[src/rtl/traffic_pkg.sv]
// Shared types and default sizing for the traffic sensor front end.
package traffic_pkg;

    typedef enum logic [1:0] {
        E_IDLE,
        E_ACTIVE,
        E_HOLD,
        E_FAULT
    } emerg_state_t;

    localparam int DEF_SYNC_STAGES = 2;
    localparam int DEF_DB_CYCLES   = 4;
    localparam int DEF_EMERG_HOLD  = 8;
    localparam int DEF_EMERG_MAX   = 1024;

endpackage

[src/rtl/traffic_sensor_conditioner_if.sv]
// Raw detector inputs, controller greens and conditioned requests between the
// street side and traffic_light_controller.
interface traffic_sensor_conditioner_if;

    logic car_a_raw;
    logic car_b_raw;
    logic emerg_raw;
    logic ga_in;
    logic gb_in;
    logic Sa;
    logic Sb;
    logic emergency;
    logic emerg_fault;

    modport master (
        output car_a_raw, car_b_raw, emerg_raw, ga_in, gb_in,
        input  Sa, Sb, emergency, emerg_fault
    );

    modport slave (
        input  car_a_raw, car_b_raw, emerg_raw, ga_in, gb_in,
        output Sa, Sb, emergency, emerg_fault
    );

endinterface

[src/rtl/sensor_debounce.sv]
// Synchronizer chain followed by a stability counter; db only follows the
// synchronized input once it has differed for DB_CYCLES consecutive cycles.
module sensor_debounce
    import traffic_pkg::*;
#(
    parameter int SYNC_STAGES = DEF_SYNC_STAGES,
    parameter int DB_CYCLES   = DEF_DB_CYCLES
) (
    input  logic clk,
    input  logic reset,
    input  logic raw,
    output logic db
);

    localparam int CNT_W = $clog2(DB_CYCLES) + 1;

    logic [SYNC_STAGES-1:0] sync_q;
    logic [CNT_W-1:0]       cnt;
    logic                   sync_val;

    assign sync_val = sync_q[SYNC_STAGES-1];

    always_ff @(posedge clk) begin
        if (reset) begin
            sync_q <= '0;
            cnt    <= '0;
            db     <= 1'b0;
        end else begin
            sync_q <= {sync_q[SYNC_STAGES-2:0], raw};
            if (sync_val == db) begin
                cnt <= '0;
            end else if (cnt == CNT_W'(DB_CYCLES - 1)) begin
                db  <= ~db;
                cnt <= '0;
            end else begin
                cnt <= cnt + CNT_W'(1);
            end
        end
    end

endmodule

[src/rtl/traffic_sensor_conditioner.sv]
// Conditions car detectors into sticky Sa/Sb requests and the emergency receiver
// into a held pre-emption. Optional stuck-emergency timeout: EMERG_TIMEOUT_EN.
module traffic_sensor_conditioner
    import traffic_pkg::*;
#(
    parameter int SYNC_STAGES = DEF_SYNC_STAGES,
    parameter int DB_CYCLES   = DEF_DB_CYCLES,
    parameter int EMERG_HOLD  = DEF_EMERG_HOLD,
    parameter int EMERG_MAX   = DEF_EMERG_MAX
) (
    input  logic                        clk,
    input  logic                        reset,
    traffic_sensor_conditioner_if.slave bus
);

    localparam int HOLD_W = $clog2(EMERG_HOLD) + 1;

    if (SYNC_STAGES < 2 || DB_CYCLES < 1 || EMERG_HOLD < 1 || EMERG_MAX < 2) begin : g_param_check
        $error("traffic_sensor_conditioner: illegal parameter value");
    end

    logic db_a, db_b, db_e;
    logic db_a_q, db_b_q;
    logic sa_q, sb_q;

    emerg_state_t      state, state_nxt;
    logic [HOLD_W-1:0] hold_cnt, hold_nxt;

    sensor_debounce #(.SYNC_STAGES(SYNC_STAGES), .DB_CYCLES(DB_CYCLES)) u_db_a (
        .clk(clk), .reset(reset), .raw(bus.car_a_raw), .db(db_a)
    );
    sensor_debounce #(.SYNC_STAGES(SYNC_STAGES), .DB_CYCLES(DB_CYCLES)) u_db_b (
        .clk(clk), .reset(reset), .raw(bus.car_b_raw), .db(db_b)
    );
    sensor_debounce #(.SYNC_STAGES(SYNC_STAGES), .DB_CYCLES(DB_CYCLES)) u_db_e (
        .clk(clk), .reset(reset), .raw(bus.emerg_raw), .db(db_e)
    );

    // A green clears its lane even if a new car edge lands on the same cycle.
    always_ff @(posedge clk) begin
        if (reset) begin
            db_a_q <= 1'b0;
            db_b_q <= 1'b0;
            sa_q   <= 1'b0;
            sb_q   <= 1'b0;
        end else begin
            db_a_q <= db_a;
            db_b_q <= db_b;
            if (bus.ga_in)
                sa_q <= 1'b0;
            else if (db_a && !db_a_q)
                sa_q <= 1'b1;
            if (bus.gb_in)
                sb_q <= 1'b0;
            else if (db_b && !db_b_q)
                sb_q <= 1'b1;
        end
    end

`ifdef EMERG_TIMEOUT_EN
    localparam int ACT_W = $clog2(EMERG_MAX) + 1;
    logic [ACT_W-1:0] active_cnt, active_nxt;
`endif

    always_ff @(posedge clk) begin
        if (reset) begin
            state    <= E_IDLE;
            hold_cnt <= '0;
`ifdef EMERG_TIMEOUT_EN
            active_cnt <= '0;
`endif
        end else begin
            state    <= state_nxt;
            hold_cnt <= hold_nxt;
`ifdef EMERG_TIMEOUT_EN
            active_cnt <= active_nxt;
`endif
        end
    end

    always_comb begin
        state_nxt = state;
        hold_nxt  = hold_cnt;
`ifdef EMERG_TIMEOUT_EN
        active_nxt = active_cnt;
`endif
        case (state)
            E_IDLE: begin
                if (db_e) begin
                    state_nxt = E_ACTIVE;
`ifdef EMERG_TIMEOUT_EN
                    active_nxt = '0;
`endif
                end
            end
            E_ACTIVE: begin
                if (!db_e) begin
                    state_nxt = E_HOLD;
                    hold_nxt  = HOLD_W'(EMERG_HOLD - 1);
                end
`ifdef EMERG_TIMEOUT_EN
                else if (active_cnt == ACT_W'(EMERG_MAX - 1))
                    state_nxt = E_FAULT;
                else
                    active_nxt = active_cnt + ACT_W'(1);
`endif
            end
            E_HOLD: begin
                if (db_e) begin
                    state_nxt = E_ACTIVE;
`ifdef EMERG_TIMEOUT_EN
                    active_nxt = '0;
`endif
                end else if (hold_cnt == '0) begin
                    state_nxt = E_IDLE;
                end else begin
                    hold_nxt = hold_cnt - HOLD_W'(1);
                end
            end
`ifdef EMERG_TIMEOUT_EN
            E_FAULT: begin
                if (!db_e)
                    state_nxt = E_IDLE;
            end
`endif
            default: state_nxt = E_IDLE;
        endcase
    end

    assign bus.Sa        = sa_q;
    assign bus.Sb        = sb_q;
    assign bus.emergency = (state == E_ACTIVE) || (state == E_HOLD);
`ifdef EMERG_TIMEOUT_EN
    assign bus.emerg_fault = (state == E_FAULT);
`else
    assign bus.emerg_fault = 1'b0;
`endif

endmodule

[src/flat_wrapper.sv]
// flat-port wrapper written by rule: the top's interface ports become plain ports
module traffic_sensor_conditioner_flat import traffic_pkg::*;
#(
    parameter int SYNC_STAGES = DEF_SYNC_STAGES,
    parameter int DB_CYCLES   = DEF_DB_CYCLES,
    parameter int EMERG_HOLD  = DEF_EMERG_HOLD,
    parameter int EMERG_MAX   = DEF_EMERG_MAX
)
  (clk, reset, bus_car_a_raw, bus_car_b_raw, bus_emerg_raw, bus_ga_in, bus_gb_in, bus_Sa, bus_Sb, bus_emergency, bus_emerg_fault);
  traffic_sensor_conditioner_if bus_i ();
  input  logic clk;
  input  logic reset;
  input wire logic [$bits(bus_i.car_a_raw)-1:0] bus_car_a_raw;
  input wire logic [$bits(bus_i.car_b_raw)-1:0] bus_car_b_raw;
  input wire logic [$bits(bus_i.emerg_raw)-1:0] bus_emerg_raw;
  input wire logic [$bits(bus_i.ga_in)-1:0] bus_ga_in;
  input wire logic [$bits(bus_i.gb_in)-1:0] bus_gb_in;
  output wire logic [$bits(bus_i.Sa)-1:0] bus_Sa;
  output wire logic [$bits(bus_i.Sb)-1:0] bus_Sb;
  output wire logic [$bits(bus_i.emergency)-1:0] bus_emergency;
  output wire logic [$bits(bus_i.emerg_fault)-1:0] bus_emerg_fault;
  assign bus_i.car_a_raw = bus_car_a_raw;
  assign bus_i.car_b_raw = bus_car_b_raw;
  assign bus_i.emerg_raw = bus_emerg_raw;
  assign bus_i.ga_in = bus_ga_in;
  assign bus_i.gb_in = bus_gb_in;
  assign bus_Sa = bus_i.Sa;
  assign bus_Sb = bus_i.Sb;
  assign bus_emergency = bus_i.emergency;
  assign bus_emerg_fault = bus_i.emerg_fault;
  traffic_sensor_conditioner #(.SYNC_STAGES(SYNC_STAGES), .DB_CYCLES(DB_CYCLES), .EMERG_HOLD(EMERG_HOLD), .EMERG_MAX(EMERG_MAX)) u_core (.clk(clk), .reset(reset), .bus(bus_i));
endmodule
[config.mk]
export PLATFORM = sky130hd
export DESIGN_NAME = traffic_sensor_conditioner_flat
export DESIGN_NICKNAME = d
export VERILOG_FILES = /design/src/rtl/traffic_pkg.sv /design/src/rtl/traffic_sensor_conditioner_if.sv /design/src/rtl/sensor_debounce.sv /design/src/rtl/traffic_sensor_conditioner.sv /design/src/flat_wrapper.sv
export SDC_FILE = /design/constraint.sdc
export NUM_CORES = 1
export LEC_CHECK = 0
export ABC_AREA = 0
export CAP_MARGIN = 15
export CORE_UTILIZATION = 55
export DETAILED_ROUTE_END_ITERATION = 6
export HOLD_SLACK_MARGIN = 0.06
export PLACE_DENSITY_LB_ADDON = 0.1
export SYNTH_ARGS = -nofsm -noshare
export SYNTH_HDL_FRONTEND = slang
export SYNTH_SLANG_ARGS = --single-unit
[constraint.sdc]
create_clock -name clk -period 2.2 [get_ports clk]
set_clock_uncertainty 0.1 [all_clocks]
set_input_delay 0.22 -clock clk [delete_from_list [all_inputs] [get_ports clk]]
set_output_delay 0.22 -clock clk [all_outputs]
set_load 0.01 [all_outputs]
==> metrics.txt <==
outcome=completed; DR iter-0 viols=8; initial antenna violation count=0; Final GP Congestion=between 0.7 and 0.8; worst hold stages=1; Switching Share=30.8%; All-Layer GR Usage=roughly 17%; ANT cells=0; Port Buf Inserts=9; via count=795; simple-gate share of the synthesized area=between 10% and 20%; fmax=between 0.5 and 0.6 GHz; # DRC=0; synth warn=0; top layer in use=met4; ys flop type=dfxtp_1; Post-Syn Area=0.00121 sq mm; final hold vios=0; Synth area leader=dfxtp_1; largest family of logic cells by synthesized area=simple AND/OR/NAND/NOR gates; vias in the first global route=739; Crit. End Element=output pin; die area=0.00239 sq mm; WL met1=roughly 890 microns; synth unique cells=28; CTS tree=yes; hold crit path type=flip-flop to flip-flop; Seq/Total Area, Yosys=46.4%; power share of the sequential group=50.3%; vias per cell=between 5 and 6; crit path max fanout=5; top cell type's share of synthesized area=46.4%; final std cells w/o fill=158; Sink Count=28; total grt overflow=0; Yosys reg bits=28; Syn Inst Count=122; largest net degree at the start of global routing=15; Area contributors post-synth=dfxtp_1 46%, ha_1 13%, nor2b_1 5.2%, inv_1 4.4%, mux2i_1 4.1%; filler instances=172; met2 WL post-DR=approximately 840 microns; Routed Antenna Nets=0; Finish-stage setup viols=0; Initial Utilization=59.7%; area taken by multi-input logic gates=574 sq um; number of buffers created by CTS=3; Util after Layout=66.3%; final net count=153; compound-cell area share of the yosys netlist=6.84%; EDFF count, synth=0; Clock Latency Late Sink=a little over 0.3 ns; Max clock buf depth=2; maxcap violations=0; Period minus WS final=1.95 ns; CP required=1.88 ns; Clock power frac=16.8%; Worst Tran Pin Value=0.511 ns; top cells by count, synth=28 x dfxtp_1, 14 x inv_1, 13 x ha_1, 13 x nor2_1, 10 x nor2b_1; WL/cell=11.4 microns; layout cells sized above 1=7.63%; post-synthesis xor/xnor area fraction=2.18%; register area=561 sq um; routed length on met3=50 microns; io pins=11; number of H-tree levels=1; Pint=817 uW; total core area=around 0.002 sq mm; first-pass GRT wire length=slightly above 3 mm; Slew HR=65.8%; Die Y=~49 microns; post-synthesis mux area share=5.08%; max-slew violation count=0; post-synthesis net count=142; PwrDens=~880 mW/mm^2; TNS Setup=0 ns; leakage=about 0.5 nW; combinational share of power=33.0%; Final Routed Wirelength=1.80 mm; Critical Path AT=around 1.6 ns; VDD IR-drop max=0.605 mV; Post-Synth Adder-Cell Area=approximately 13%; TritonRoute pass-1 iters=4; # resized after CTS=0; setup bufs post-CTS=0; count leader, synth=dfxtp_1; CTS root buf=clkbuf_4; RSZ-0062 raised after global routing=false; Area Growth Syn to Fin=11.1%; CP Launch Type=flip-flop; DIE WIDTH=slightly below 50 microns; sw power=364 uW; # hold bufs at CTS=0; Synth async-reset ratio=0%; clock-pin slew on the worst setup and hold paths=between 0.1 and 0.15 ns; fin crit share=88.8%; reg2reg path depth=5; Site Rows=16; DP Wirelength=1.40 mm; Setup CP Type=flip-flop to output pin; Post-Syn Area per Cell=9.90 sq um; dpl cells=155
## area by class of cell
class                           count  area share [%]
Multi-Input combinational cell     76            42.8
Sequential cell                    28            41.8
Timing Repair Buffer               10            7.28
Inverter                           14            3.92
Tap cell                           27            2.52
Clock buffer                        3            1.68
## path summary, 6_finish.rpt
check	start	end	slack [ns]
setup / recovery	u_core.state[0]$_SDFFE_PP0P_	bus_emergency	0.25
hold / removal	u_core.u_db_a.cnt[0]$_SDFF_PP0_	u_core.u_db_a.cnt[0]$_SDFF_PP0_	0.33
setup reg to reg	u_core.state[0]$_SDFFE_PP0P_	u_core.hold_cnt[3]$_SDFFE_PP0P_	0.46
hold reg to reg	u_core.u_db_a.cnt[0]$_SDFF_PP0_	u_core.u_db_a.cnt[0]$_SDFF_PP0_	0.33
## kinds of logic (layout without fill, tap and decap cells)
group,count (synthesis),after routing
fa+ha+maj,13,13
compound gates,9,9
buf+inv,18,27
xor+xnor,3,3
other cells,1,1
simple gates,44,44
mux,6,6
flops,28,28
## sequential cells by signal (all words and copies together) (netlist names)
name and cells:
u_core.hold_cnt 4, u_core.u_db_a.cnt 3, u_core.u_db_b.cnt 3, u_core.u_db_e.cnt 3, u_core.state 2, u_core.u_db_a.sync_q 2
u_core.u_db_b.sync_q 2, u_core.u_db_e.sync_q 2, u_core.bus.Sa 1, u_core.bus.Sb 1, u_core.db_a_q 1, u_core.db_b_q 1
u_core.u_db_a.db 1, u_core.u_db_b.db 1, u_core.u_db_e.db 1
## critical path: stages, from the launching register on
cell,delay [ns]
dfxtp_1,0.44
inv_1,0.09
ha_1,0.28
clkdlybuf4s50_1,0.52
## power groups by stage
stage               logic, mW  registers (mW)  clock network, mW
floorplan               0.309           0.594                  0
global placement        0.374           0.601                  0
detailed placement      0.388           0.606                  0
CTS                     0.392           0.594              0.202
global route            0.440           0.600              0.226
finish                  0.389           0.594              0.198
## per-layer routing
layer  up-vias  track usage, %
met2        17            29.2
met4         0            5.88
met3         2            2.80
met5         -               0
li1        413               -
met1       363            20.9
## cell usage in the layout, fill, tap and decap left out, types with 3 or more instances in the layout
cell type        Yosys  routed
nor2b_1             10      10
ha_1                13      13
a21oi_1              3       3
nor2_1              13      13
nor3_1               5       5
dfxtp_1             28      28
inv_1               14      14
or3_1                4       4
clkbuf_4             0       3
nand2_1              4       4
mux2i_1              5       5
clkdlybuf4s50_1      0       9
xnor2_1              3       3
## per-stage QoR
| step | cell area [sq um] | setup WS, ns | hold slack (ns) | total power, mW |
|---|---|---|---|---|
| 2_1_floorplan | 1210 | 0.616 | 0.197 | 0.902 |
| 3_3_place_gp | 1320 | 0.534 | 0.307 | 0.974 |
| 3_5_place_dp | 1320 | 0.488 | 0.314 | 0.994 |
| 4_1_cts | 1340 | 0.228 | 0.333 | 1.19 |
| 5_1_grt | 1340 | 0.161 | 0.329 | 1.27 |
| 6_report | 1340 | 0.246 | 0.328 | 1.18 |
No activity file was read; power rests on OpenSTA's default activity.
==> edit 1 (same flow settings) <==
`DEF_DB_CYCLES`: 4 -> 2.
--- a/src/rtl/traffic_pkg.sv
+++ b/src/rtl/traffic_pkg.sv
@@ -9,7 +9,7 @@
     } emerg_state_t;
 
     localparam int DEF_SYNC_STAGES = 2;
-    localparam int DEF_DB_CYCLES   = 4;
+    localparam int DEF_DB_CYCLES   = 2;
     localparam int DEF_EMERG_HOLD  = 8;
     localparam int DEF_EMERG_MAX   = 1024;
 
Behaviour: not the same (Yosys sat finds a counterexample within 10 cycles, from zero or initial values and one cycle with reset high).
==> edit 1 against the unedited design <==
  * Core utilization is 2.1 points higher
  * Global-route usage down 1.1 points
  * Cell area shrank 9.0%
  * Routed wire length is 14% lower
  * Power fell by 21%
  * Synthesized area fell by 9.7%
  * Sequential power is 13% lower
  * Sequential cell count decreased by 3
  * Worst setup slack better by 0.018 ns
  * Critical endpoint unchanged
  * Largest power group unchanged
==> edit 1: results (changes against the unedited design) <==
{| class="wikitable"
! Metric !! Value
|-
| Outcome || finished, final reports clean
|-
| Startpoint of the tightest hold check path || u_core.u_db_a.cnt[0]
|-
| Via count of the first global-routing pass || 632 (-14%)
|-
| Critical register-to-register path endpoint || u_core.hold_cnt[3]
|-
| Overall Global Routing Usage || 0.157 (-0.0108)
|-
| Setup slack on the worst flop-to-flop path || 0.53 ns (+0.07 ns)
|-
| Pin count of the biggest net entering global routing || 18 (+3)
|-
| Worst-path clk slew || 0.13 ns (about the same)
|-
| Ranking of synthesized cells by instance count || dfxtp_1 (25), nor2_1 (11), ha_1 (10), inv_1 (10), nor2b_1 (8)
|-
| Slew headroom || 0.626 (-0.0320)
|-
| Syn Area/Cell || 9.91 um2 (+0.11%)
|-
| Count of non-filler cells in the finished layout || 145 (-8.2%)
|-
| Dpl hpwl || 1210 um (-13%)
|-
| WHS Endpoint || u_core.u_db_a.cnt[0]
|-
| Ranking of synthesized cells by area || dfxtp_1 (46%), ha_1 (11%), nor2b_1 (4.6%), nor2_1 (3.8%), mux2i_1 (3.7%)
|-
| Clock tree buffer depth || 2 (unchanged)
|-
| Hold crit path type || flop to flop
|-
| Count of nets after finishing || 138 (-9.8%)
|-
| Number of optimization iterations in the first detailed-route pass || 4 (unchanged)
|-
| Hold path depth || 1 (unchanged)
|-
| Routability congestion estimate from global placement || 0.806 (+4.3%)
|-
| Number of levels the H-tree was split into || 1 (unchanged)
|-
| Count of routing violations after the opening detailed-route iteration || 7 (-1)
|-
| Share of synthesized flip-flops with an asynchronous set or reset || 0 (unchanged)
|-
| Per-cell via count in the routed design || 5.05 (+0.33%)
|-
| Count of buffers from port buffering || 9 (unchanged)
|-
| Internal power of the cells || 0.668 mW (-18%)
|-
| Slowest CP cell || clkdlybuf4s50_1
|-
| Peak VDD IR || 463 uV (-24%)
|-
| Clock buffer count from CTS || 3 (unchanged)
|-
| Wire length of the first global-routing pass || 2470 um (-20%)
|-
| Synthesized Nets || 127 (-11%)
|-
| Max reg flops || 4 (unchanged)
|-
| Register with the most flip-flops || u_core.hold_cnt
|-
| Final hold slack || 0.327 ns (-0.00169 ns)
|-
| Most common cell after layout, fill and taps aside || dfxtp_1
|-
| Post-Route WL || 1560 um (-14%)
|-
| # resized after CTS || 0 (unchanged)
|-
| Post-placement cell area || 0.00119 mm2 (-9.6%)
|-
| Fraction of layout cells with a size suffix above 1 || 0.0750 (-0.00134)
|-
| Critical path fanouts, max || 4 (-1)
|-
| Top FF cell, synth || dfxtp_1
|-
| Startpoint of the lowest-slack register-to-register path || u_core.state[0]
|-
| Seq/Total Area, Yosys || 0.459 (-0.00501)
|-
| Count of different cell masters after synthesis || 31 (+11%)
|-
| Static leakage || 0.451 nW (-12%)
|-
| Number of cell instances on the worst register-to-register path || 5 (unchanged)
|-
| Number of diodes || 0 (unchanged)
|-
| CP arrival || between 1.5 and 2 ns
|}
==> edit 1: cell types whose count changed after synthesis, moves of 3 or more <==
cell     unedited run  this run
inv_1              14        10
nand2_1             4         0
dfxtp_1            28        25
ha_1               13        10
==> edit 1: metrics by stage <==
step | setup slack [ns] | util
after floorplan | 0.655 | -
after global placement | 0.527 | 0.669
after detailed placement | 0.507 | 0.669
after CTS | 0.256 | 0.684
after global routing | 0.168 | 0.684
final | 0.264 | 0.684
==> edit 1: worst max-delay path: cells and delay by family (launching register included) <==
family	cells	cell delay, ns
adders and majority gates	1	0.28
DFF	1	0.41
buffers and inverters	2	0.62
==> edit 1: metal layers <==
layer | wire, um | track usage | share of wire
met1 | 740 | 0.186 | 0.47
met2 | 773 | 0.281 | 0.50
met3 | 45 | 0.0392 | 0.029
met4 | 0 | 0.0353 | 0
met5 | 0 | 0 | 0
==> edit 1: kinds of logic (layout without fill, tap and decap cells) <==
family,after synthesis,in the layout,share of synthesized area
and+or+nand+nor,36,36,0.195
AOI/OAI and AO/OA,14,14,0.0827
DFF,25,25,0.459
buffers and inverters,15,25,0.0631
adders and majority gates,10,10,0.115
xor gates and xnor gates,3,3,0.0241
other,1,1,0.00344
muxes,6,6,0.0574
==> edit 1: final cells by class <==
class,count,area (um2)
clock buffers,3,22.5
clock inverters,1,5.00
fillers,159,563
inverters,11,42.5
multi-input cells,70,520
flip-flops and latches,25,500
well taps,25,31.3
repair buffers,10,97.6
==> edit 1: power by group through the flow <==
stage | sequential (mW) | combinational (mW) | clock, mW
2_1_floorplan | 0.518 | 0.173 | 0
3_3_place_gp | 0.524 | 0.217 | 0
3_5_place_dp | 0.526 | 0.224 | 0
4_1_cts | 0.516 | 0.227 | 0.206
5_1_grt | 0.520 | 0.250 | 0.224
6_report | 0.515 | 0.225 | 0.198
==> edit 2 (same flow settings) <==
Without the edit above. Encoding of `emerg_state_t`: now Gray code (2 bits for 4 states).
--- a/src/rtl/traffic_pkg.sv
+++ b/src/rtl/traffic_pkg.sv
@@ -2,10 +2,10 @@
 package traffic_pkg;
 
     typedef enum logic [1:0] {
-        E_IDLE,
-        E_ACTIVE,
-        E_HOLD,
-        E_FAULT
+        E_IDLE   = 2'b00,
+        E_ACTIVE = 2'b01,
+        E_HOLD   = 2'b11,
+        E_FAULT  = 2'b10
     } emerg_state_t;
 
     localparam int DEF_SYNC_STAGES = 2;
Check against the original RTL: no difference found for any inputs over 10 cycles, from zero or initial values and one cycle with reset high; not proved beyond that.
==> edit 2 against the unedited design <==
  * Synthesized area is 10% lower
  * Hold slack worse by 0.00084 ns
  * Worst setup slack better by 0.35 ns
  * Via count is 8.3% lower
  * Register-to-register slack better by 0.28 ns
  * Cell area is 9.2% lower
  * Core utilization is 1.9 points higher
  * Sequential cell count stayed put
  * Final cell count is 8.9% lower
  * Routed wire length is 12% lower
Power is not compared: it rests on default switching activity, and its combinational part moved more than twofold at a synthesized area within 25%.
==> edit 2: results (changes against the unedited design) <==
{| class="wikitable"
! Metric !! Value
|-
| Count of nets after finishing || 136 (-11%)
|-
| Clock buffer count from CTS || 3 (unchanged)
|-
| Fraction of layout cells with a size suffix above 1 || 0.0756 (-0.000706)
|-
| Register with the most flip-flops || u_core.hold_cnt
|-
| Sort of element at the start of the critical path || flop
|-
| Routability congestion estimate from global placement || 0.811 (+5.0%)
|-
| Critical path fanouts, max || 4 (-1)
|-
| Buffer count from post-CTS setup fixing || 0 (unchanged)
|-
| Share of synthesized flip-flops with an asynchronous set or reset || 0 (unchanged)
|-
| Category of cells accounting for the largest share of critical-path delay || buffers and inverters
|-
| Largest incremental delay on the critical path || 0.56 ns (+0.04 ns)
|-
| Number of warnings reported in the yosys synthesis log || 0 (unchanged)
|-
| Worst-path clk slew || 0.13 ns (about the same)
|-
| Count of different cell masters after synthesis || 27 (-3.6%)
|-
| Startpoint of the tightest hold check path || bus_gb_in
|-
| Clock latency on the worst-skew pair || 0.31 ns (about the same)
|-
| Number of levels the H-tree was split into || 1 (unchanged)
|-
| Seq/Total Area, Yosys || 0.516 (+0.0519)
|-
| Pin count of the biggest net entering global routing || 16 (+1)
|-
| Overall Global Routing Usage || 0.180 (+0.0121)
|-
| Ranking of synthesized cells by instance count || dfxtp_1 (28), inv_1 (14), nor2_1 (11), nor2b_1 (9), ha_1 (8)
|-
| Via count of the routed design || 729 (-8.3%)
|-
| Startpoint of the lowest-slack register-to-register path || u_core.u_db_b.cnt[0]
|-
| Static leakage || 0.465 nW
|-
| Post-Route WL || 1590 um (-12%)
|-
| Hold crit path type || primary input to flop
|-
| Post-placement cell area || 0.00119 mm2 (-9.4%)
|-
| Type of the setup path with the least slack || flop to output pin
|-
| Synthesized Nets || 125 (-12%)
|-
| Ranking of synthesized cells by area || dfxtp_1 (52%), ha_1 (9.2%), nor2b_1 (5.2%), inv_1 (4.8%), nor2_1 (3.8%)
|-
| Antenna violations before repair || 0 (unchanged)
|-
| # resized after CTS || 0 (unchanged)
|-
| Origin of the worst setup path || u_core.state[0]
|-
| Root Buffer || clkbuf_4
|-
| Dpl hpwl || 1220 um (-13%)
|-
| Chip width || 46.4 um (-5.0%)
|-
| Number of diodes || 0 (unchanged)
|-
| Count of routing violations after the opening detailed-route iteration || 4 (-4)
|-
| Wire length of the first global-routing pass || 2640 um (-15%)
|-
| Number of optimization iterations in the first detailed-route pass || 3 (-1)
|-
| Slowest CP cell || clkdlybuf4s50_1
|-
| Via count of the first global-routing pass || 655 (-11%)
|-
| Top FF cell, synth || dfxtp_1
|-
| Outcome || finished, final reports clean
|-
| CP arrival || 1.28 ns (-0.35 ns)
|-
| Max reg flops || 4 (unchanged)
|-
| Count of buffers from port buffering || 9 (unchanged)
|-
| Clock tree buffer depth || 2 (unchanged)
|-
| Peak VDD IR || between 400 and 500 uV
|}
[edit 2: cell families after synthesis]
family / Yosys count / share of synthesized area
AND/OR/NAND/NOR: 36 / 0.187
flip-flops: 28 / 0.516
buffers and inverters: 18 / 0.0668
AO/OA/AOI/OAI: 13 / 0.0830
adder cells (fa/ha/maj): 8 / 0.0922
XOR/XNOR: 3 / 0.0242
multiplexers: 3 / 0.0277
other: 1 / 0.00345
[edit 2: worst paths after layout]
kind,to,slack [ns],cells after the start
min reg2reg,u_core.u_db_a.cnt[0],0.33,1
max reg2reg,u_core.u_db_b.cnt[1],0.74,4
max,bus_emergency,0.60,1
min,u_core.bus.Sb,0.33,2
[edit 2: cell type report]
| type | count | area, um2 |
|---|---|---|
| sequential | 28 | 561 |
| inverter | 14 | 52.6 |
| multi-input combinational | 64 | 453 |
| clock buffer | 3 | 22.5 |
| timing repair buffer | 10 | 97.6 |
| tap | 25 | 31.3 |
| fill | 157 | 566 |
[edit 2: per-stage QoR]
step	instances	setup slack, ns
2_1_floorplan	110	0.861
3_3_place_gp	141	0.548
6_report	144	0.598
4_1_cts	144	0.590
3_5_place_dp	141	0.525
5_1_grt	144	0.544
[edit 2: layer usage]
layer,track usage,wire [um],vias up
met4,0.106,36,0
li1,-,-,375
met3,0.0471,52,4
met5,0,0,-
met1,0.204,719,339
met2,0.300,781,11
[edit 2: report_power, final]
part           internal [mW]  switching (mW)  total (mW)
Sequential             0.514         0.00302       0.517
Clock                 0.0641           0.135       0.199
Combinational         0.0170          0.0124      0.0294
Total                  0.595           0.151       0.746
